===== src/rtl/fast_square_sweep_sequencer.sv =====
// Sweep scheduler for the fast-square receive path: settle/record/step per synthesizer step.
// All outputs registered (change on the edge a state is entered); no backpressure, serial writes always accepted.
module fast_square_sweep_sequencer #(
  parameter logic [6:0]  ADDR_BASE         = 7'd80,
  parameter int          NUM_STEPS_DEFAULT = 32,
  parameter logic [15:0] SETTLE_DEFAULT    = 16'd1000,
  parameter logic [15:0] RECORD_DEFAULT    = 16'd35000
) (
  input  logic        clock,
  input  logic        reset,
  input  logic        serial_strobe,
  input  logic [6:0]  serial_addr,
  input  logic [31:0] serial_data,
  input  logic        enable,
  input  logic        sync_in,
  output logic        freq_step_out,
  output logic        rx_reset,
  output logic        rx_next,
  output logic        rx_record,
  output logic        busy,
  output logic [5:0]  step_idx,
  output logic [15:0] sweep_count,
  output logic        sync_err
);

  typedef enum logic [2:0] {S_IDLE, S_SETTLE, S_RECORD, S_STEP, S_WAIT} state_t;

  state_t      r_state, w_state_nxt;
  logic        r_sync_q;
  logic [15:0] r_settle_cfg, r_record_cfg, r_settle_w, r_record_w, r_cnt;
  logic [5:0]  r_nsteps_cfg, r_nsteps_w;
  logic        r_cont_cfg, r_cont_w;

  logic        w_wr_timing, w_wr_mode, w_arm, w_sync_rise, w_start;
  logic        w_in_sweep, w_abort, w_shadow, w_cnt_done, w_last;
  logic [15:0] w_settle_clamp, w_record_clamp;
  logic [5:0]  w_nsteps_clamp;
  logic        w_rx_reset_nxt, w_record_nxt, w_pulse_nxt, w_busy_nxt;

  assign w_wr_timing = serial_strobe && (serial_addr == ADDR_BASE);
  assign w_wr_mode   = serial_strobe && (serial_addr == 7'(ADDR_BASE + 7'd1));
  assign w_arm       = w_wr_mode && serial_data[9];
  assign w_sync_rise = sync_in && !r_sync_q;
  assign w_start     = enable && (w_sync_rise || w_arm);

  assign w_in_sweep = (r_state == S_SETTLE) || (r_state == S_RECORD) || (r_state == S_STEP);
  assign w_abort    = enable && w_in_sweep && w_sync_rise;
  assign w_shadow   = w_abort || (w_start && ((r_state == S_IDLE) || (r_state == S_WAIT)));

  // Zero-valued settings are clamped to one so every phase lasts at least a cycle.
  assign w_settle_clamp = (r_settle_cfg == 16'd0) ? 16'd1 : r_settle_cfg;
  assign w_record_clamp = (r_record_cfg == 16'd0) ? 16'd1 : r_record_cfg;
  assign w_nsteps_clamp = (r_nsteps_cfg == 6'd0)  ? 6'd1  : r_nsteps_cfg;

  assign w_cnt_done = (r_cnt <= 16'd1);
  assign w_last     = (step_idx == (r_nsteps_w - 6'd1));

  always_comb begin
    w_state_nxt = r_state;
    if (!enable) begin
      w_state_nxt = S_IDLE;
    end else if (w_shadow) begin
      w_state_nxt = S_SETTLE;
    end else begin
      case (r_state)
        S_SETTLE: if (w_cnt_done) w_state_nxt = S_RECORD;
        S_RECORD: if (w_cnt_done) w_state_nxt = S_STEP;
        S_STEP:   w_state_nxt = w_last ? (r_cont_w ? S_WAIT : S_IDLE) : S_SETTLE;
        default:  w_state_nxt = r_state;
      endcase
    end
  end

  always_comb begin
    w_rx_reset_nxt = (w_state_nxt == S_IDLE) || (w_state_nxt == S_WAIT);
    w_record_nxt   = (w_state_nxt == S_RECORD);
    w_pulse_nxt    = (w_state_nxt == S_STEP);
    w_busy_nxt     = !w_rx_reset_nxt;
  end

  always_ff @(posedge clock or posedge reset) begin
    if (reset) begin
      r_state       <= S_IDLE;
      rx_reset      <= 1'b1;
      rx_record     <= 1'b0;
      rx_next       <= 1'b0;
      freq_step_out <= 1'b0;
      busy          <= 1'b0;
    end else begin
      r_state       <= w_state_nxt;
      rx_reset      <= w_rx_reset_nxt;
      rx_record     <= w_record_nxt;
      rx_next       <= w_pulse_nxt;
      freq_step_out <= w_pulse_nxt;
      busy          <= w_busy_nxt;
    end
  end

  always_ff @(posedge clock or posedge reset) begin
    if (reset) begin
      r_sync_q     <= 1'b1;
      r_settle_cfg <= SETTLE_DEFAULT;
      r_record_cfg <= RECORD_DEFAULT;
      r_nsteps_cfg <= 6'(NUM_STEPS_DEFAULT);
      r_cont_cfg   <= 1'b0;
      r_settle_w   <= SETTLE_DEFAULT;
      r_record_w   <= RECORD_DEFAULT;
      r_nsteps_w   <= 6'(NUM_STEPS_DEFAULT);
      r_cont_w     <= 1'b0;
      r_cnt        <= 16'd0;
      step_idx     <= 6'd0;
      sweep_count  <= 16'd0;
      sync_err     <= 1'b0;
    end else begin
      r_sync_q <= sync_in;
      if (w_wr_timing) begin
        r_settle_cfg <= serial_data[15:0];
        r_record_cfg <= serial_data[31:16];
      end
      if (w_wr_mode) begin
        r_nsteps_cfg <= serial_data[5:0];
        r_cont_cfg   <= serial_data[8];
      end
      if (w_abort) sync_err <= 1'b1;
      else if (w_wr_mode && serial_data[10]) sync_err <= 1'b0;

      // Working copies see the pre-write config when a write shares the start cycle.
      if (w_shadow) begin
        r_settle_w <= w_settle_clamp;
        r_record_w <= w_record_clamp;
        r_nsteps_w <= w_nsteps_clamp;
        r_cont_w   <= r_cont_cfg;
      end

      if (!enable) begin
        step_idx <= 6'd0;
      end else if (w_shadow) begin
        r_cnt    <= w_settle_clamp;
        step_idx <= 6'd0;
      end else begin
        case (r_state)
          S_SETTLE: r_cnt <= w_cnt_done ? r_record_w : r_cnt - 16'd1;
          S_RECORD: if (!w_cnt_done) r_cnt <= r_cnt - 16'd1;
          S_STEP: begin
            if (w_last) begin
              step_idx    <= 6'd0;
              sweep_count <= sweep_count + 16'd1;
            end else begin
              step_idx <= step_idx + 6'd1;
              r_cnt    <= r_settle_w;
            end
          end
          default: r_cnt <= r_cnt;
        endcase
      end
    end
  end

endmodule


===== config.mk =====
export PLATFORM = sky130hd
export DESIGN_NAME = fast_square_sweep_sequencer
export DESIGN_NICKNAME = d
export VERILOG_FILES = /design/src/rtl/fast_square_sweep_sequencer.sv
export SDC_FILE = /design/constraint.sdc
export NUM_CORES = 1
export LEC_CHECK = 0
export CORE_MARGIN = 4
export CORE_UTILIZATION = 61
export CTS_CLUSTER_SIZE = 16
export DETAILED_ROUTE_END_ITERATION = 10
export MAX_ROUTING_LAYER = met4
export PLACE_DENSITY = 0.86
export REMOVE_ABC_BUFFERS = 1
export SLEW_MARGIN = 40
export SYNTH_ARGS = -nofsm -noshare
export SYNTH_HDL_FRONTEND = slang
export SYNTH_SLANG_ARGS = --single-unit

===== constraint.sdc =====
create_clock -name clock -period 6.17 [get_ports clock]
set_input_delay 0.617 -clock clock [delete_from_list [all_inputs] [get_ports clock]]
set_output_delay 0.617 -clock clock [all_outputs]
set_load 0.005 [all_outputs]

==> Yosys cells after proc, flatten, opt, wreduce, memory -nomap -nowiden <==
Index checks and enable logic that the tools add are counted.
Widths: inputs -> output; s select.
{ "word_totals": {"reg_bits": 125, "out_inout_bits": 28, "elab_cells": 84} }
{ "op_classes": {"addsub": 4, "n_lt_le_gt_ge": 1, "n_eq_ne": 13, "mux": 21, "n_bitwise": 1, "n_reduce_logical": 26} }
{ "op_table": {"columns": ["operator", "n"], "rows": [
  ["$mux 16", 6],
  ["$pmux 16 s3", 1],
  ["$logic_not 16->1", 2],
  ["$mux 6", 5],
  ["$mux 3", 6],
  ["$add 16x1->16 const B", 1],
  ["$le 16x1->1 const B", 1],
  ["$sub 16x1->16 const B", 1],
  ["$eq 7x7->1 const B", 2],
  ["$eq 3x2->1 const B", 4],
  ["$logic_and 1x1->1", 9],
  ["$pmux 3 s3", 1],
  ["$reduce_and 4->1", 2],
  ["$add 6x1->6 const B", 1],
  ["$eq 3x3->1 const B", 2],
  ["$eq 6x6->1", 1],
  ["$logic_not 3->1", 2],
  ["$logic_not 6->1", 1],
  ["$logic_or 1x1->1", 6],
  ["$ne 3x3->1 const B", 2],
  ["$sub 6x1->6 const B", 1],
  ["$reduce_bool 4->1", 1],
  ["$eq 3x1->1 const B", 1],
  ["$ne 3x1->1 const B", 1],
  ["other kinds (4)", 6]
]} }

==> Logic depth before layout (Yosys ltp) <==
{ "depth": {"depth_word": 12, "mapped_depth": 11, "depth_no_buf": 8} }

==> Worst setup path before layout <==
OpenSTA, ideal clock, no wires.
{ "synth_path": {"path_kind": "input port to flip-flop", "start": "input port serial_addr[1]", "end": "register r_cnt[8]", "setup_time_ns": 0.126, "t_arrival_ns": 2.470, "t_required_ns": 6.044, "slack_ns": 3.574, "path_stages": 8, "cell_sequence": "or3_1 -> or4_1 -> and2_1 -> clkbuf_1 -> and2_4 -> buf_6 -> buf_8 -> a221o_1"} }
{ "synth_via": {"elab_chain_len": 9, "word_cells_on_any_way": 12, "classes_between": "eq/ne (3); mux (1); reduce/logical (8)"} }
{ "synth_lines": {"columns": ["element", "line", "rtl"], "rows": [
  ["start: declaration", "12", "input logic [6:0] serial_addr,"],
  ["$eq 7x7->1 *", "41", "assign w_wr_mode = serial_strobe && (serial_addr == 7'(ADDR_BASE + 7'd1));"],
  ["$logic_and 1x1->1 *", "41", null],
  ["$logic_and 1x1->1 *", "42", "assign w_arm = w_wr_mode && serial_data[9];"],
  ["$logic_or 1x1->1 *", "44", "assign w_start = enable && (w_sync_rise || w_arm);"],
  ["$logic_and 1x1->1 *", "44", null],
  ["$logic_and 1x1->1 *", "48", "assign w_shadow = w_abort || (w_start && ((r_state == S_IDLE) || (r_state == S_WAIT)));"],
  ["$logic_or 1x1->1 *", "48", null],
  ["$ne 3x3->1 (no line) / $reduce_bool 4->1 (equally long branches)", null, null],
  ["$reduce_and 4->1 (no line)", null, null],
  ["end signal: assignment", "138", "r_cnt <= w_settle_clamp;"],
  ["end signal: assignment", "142", "S_SETTLE: r_cnt <= w_cnt_done ? r_record_w : r_cnt - 16'd1;"],
  ["end signal: assignment", "143", "S_RECORD: if (!w_cnt_done) r_cnt <= r_cnt - 16'd1;"],
  ["end: declaration", "30", "logic [15:0] r_settle_cfg, r_record_cfg, r_settle_w, r_record_w, r_cnt;"]
]} }
Mark *: on every way between the ends. The rest lies on a longest branch, timed or not.
A chain may end at the register's enable or synchronous reset.

==> Worst setup path in the final report <==
{ "layout_path": {"start": "register r_cnt[13]", "end": "register r_cnt[4]"} }
{ "layout_via": {"elab_chain_len": 4, "word_cells_on_any_way": 6, "classes_between": "order compare (1); eq/ne (1); mux (3); reduce/logical (1)"} }
{ "layout_lines": {"columns": ["element", "line", "rtl"], "rows": [
  ["$le 16x1->1 *", "55", "assign w_cnt_done = (r_cnt <= 16'd1);"],
  ["$mux 16", "142", null],
  ["$pmux 16 s3", "141", "case (r_state)"],
  ["$mux 16", "137", "end else if (w_shadow) begin"]
]} }
Marks and branches as above.

==> impl_metrics.ini <==
[floorplanning]
fp-row-count = 36
pin_count = 72
die_w_um = 109
core_area_sq_um = 9820
start_util_pct = 62.8
die_h_um = 109
die_area_sq_um = 11800

[global_route]
antenna_found_initial = 0
first_global_vias = 4834
grt_usage_pct = 27.5
grt_overflow_total = 0
grt_pass1_wl_mm = 24.4
grt_max_degree = 71

[yosys]
ys_seq_elements = 125
synth-seq-area-share_pct = 51.3
syn_area_sq_um = 6170
syn_avg_cell_area_sq_um = 10.1
synth.distinct_cells = 62
synth-async-reset-ratio_pct = 100
synth_warnings = 0
synth_edf_count = 0
yosys_most_used_dff = dfrtp_1
syn_inst = 611

[timing]
setup_tns_ns = 0
min_period_ns = 2.89
setup_viol = 0
fin_crit_sh_pct = 46.8
slew_headroom_pct = 55.0
tightest_slew_ns = 0.675
clock.fmax_mhz = 346
slew_violations = 0
clock_skew_ns = 0.00861
grt_setup_unrepaired = false
whs_ns = 0.456
final_hold_viol_count = 0

[routing]
drt-pass1-iter-count = 5
vias_per_cell = 6.03
drc = 0
drtIter0Drc = 327
via_count = 4937
totalWireLength_mm = 14.8
antenna_left = 0
wl_per_cell_um = 18.0

[setup_path]
crit_fanout = 14
worstPathCellList = nor4_1, o2111ai_1, o31ai_1, a31o_4, and2_4, mux2_2
cp.required_ns = 6.57
crit_family = compound AO/OA/AOI/OAI gates
cp-start-kind = flip-flop
worstSetupEndpointType = flip-flop
critPathBufInv = 0
cpPeakStageDelay_ns = 0.60
crit_type = reg2reg
critical_path_arrival_ns = 3.28
slowest_stage = nor4_1

[clock_tree]
cts.sinks = 125
cts.repair.resized = 0
cts.hold.buffers_added = 0
h-tree-depth = 4
numCtsBuffers = 17
cts_setup_buffers = 0
clk_latency_ns = 0.52
cts_tree = built
clk_pin_slew_ns = 0.06
root_buffer = clkbuf_8
clk_path_buf_depth = 2

[finish]
finalInstanceArea_sq_um = 7490
multi_input_area_sq_um = 2800
drive_above_1_share_pct = 17.8
fillCellCount = 673
mostFrequentLayoutCells = nand2_1, dfrtp_1, clkdlybuf4s50_1
diodes = 0
seq_area_sq_um = 3160
fin_cells = 819
synthToLayoutAreaGrowth_pct = 21.3
mostFrequentLayoutCell = nand2_1
final_nets = 722

[power_and_ir_drop]
p_per_area_nw_per_um2 = 312
p_leak_uw = 0.00338
ir_drop_mv = 0.193

[placement]
place.gp.congestion = 0.871
dpl_cell_area_sq_um = 6950
place_hpwl_mm = 9.76
portBuffers = 71
dp_cells = 787

[worst_hold_path]
hold_class = reg2reg

[run_status]
outcome = completed

[run]
max_cap_violations = 0
## final timing paths
check,startpoint,to,slack [ns],depth (start not counted)
worst max-delay path,r_cnt[13],r_cnt[4],3.28,6
worst min-delay path,r_settle_w[3],r_settle_w[3],0.46,2
worst max register to register,r_cnt[13],r_cnt[4],3.28,6
worst min register to register,r_settle_w[3],r_settle_w[3],0.46,2
max in group asynchronous,reset,sweep_count[6],4.56,3
min in group asynchronous,reset,r_settle_w[4],0.57,2
## through the flow
stage,total power (uW),utilization [%],worst slack (ns)
after floorplan,1290,-,2.27
after global placement,1410,70.7,2.93
after detailed placement,1430,70.8,2.86
after CTS,2340,76.2,3.25
after global routing,2440,76.2,3.12
final,2340,76.2,3.28
## cell usage after synthesis, types with 5 or more instances
library cell    n  area, sq um
and3_1          6         37.5
or3_1           6         37.5
dfstp_2        28          736
a22oi_1         6         45.0
nand2_1       130          488
mux2_2         42          473
xor2_1         20          175
nor2_1         40          150
xnor2_1        12          105
ha_1            5         62.6
a21oi_1        17         85.1
a211oi_1        6         45.0
inv_1          17         63.8
o21ai_0        15         75.1
nor2b_1         5         31.3
nor3_1         20          100
buf_2           6         30.0
a221o_1         6         60.1
nor4_1         11         68.8
nand4_1         7         43.8
clkbuf_1       19         71.3
dfrtp_1        97         2430
a221oi_1        6         52.6
nand3_1        16         80.1
## tightest hold or removal path, delay by kind of cell, from the launching register on
kind	cells	cell delay [ns]
DFF	1	0.37
and+or+nand+nor	2	0.09
## state kept, by name, summed over array words and instances (netlist names), 3 cells and up
| register | count |
|---|---|
| step_idx | 6 |
| sweep_count | 16 |
| r_settle_w | 16 |
| r_cnt | 16 |
| r_nsteps_cfg | 6 |
| r_state | 3 |
| r_settle_cfg | 16 |
| r_record_w | 16 |
| r_nsteps_w | 6 |
| r_record_cfg | 16 |
## metal layers
layer	wire length (um)	GRT usage (%)	share of wire, %	vias to the layer above
met5	0	-	0	-
met3	789	5.07	5.3	27
met1	6260	35.1	42	2463
li1	-	-	-	2271
met2	7400	44.5	50	176
met4	301	9.11	2.0	0
## report_power, final
group / internal [uW] / switching [uW]
registers: 918 / 88.2
logic: 189 / 236
clock network: 542 / 364
## logic make-up after synthesis
| logic type | synth area share, % |
|---|---|
| AOI/OAI and AO/OA | 11.3 |
| xor gates and xnor gates | 4.54 |
| adders and majority gates | 1.01 |
| buffers and inverters | 3.65 |
| DFF | 51.3 |
| muxes | 8.15 |
| and+or+nand+nor | 20.1 |
## cell type report
type                    instances  share of cell area, %
flip-flops and latches        125                   42.2
multi-input cells             436                   37.4
inverters                      17                  0.886
clock inverters                11                   1.29
repair buffers                 76                   10.0
well taps                     133                   2.22
clock buffers                  21                   5.87
Note: power is estimated with default switching activity, not from simulation.
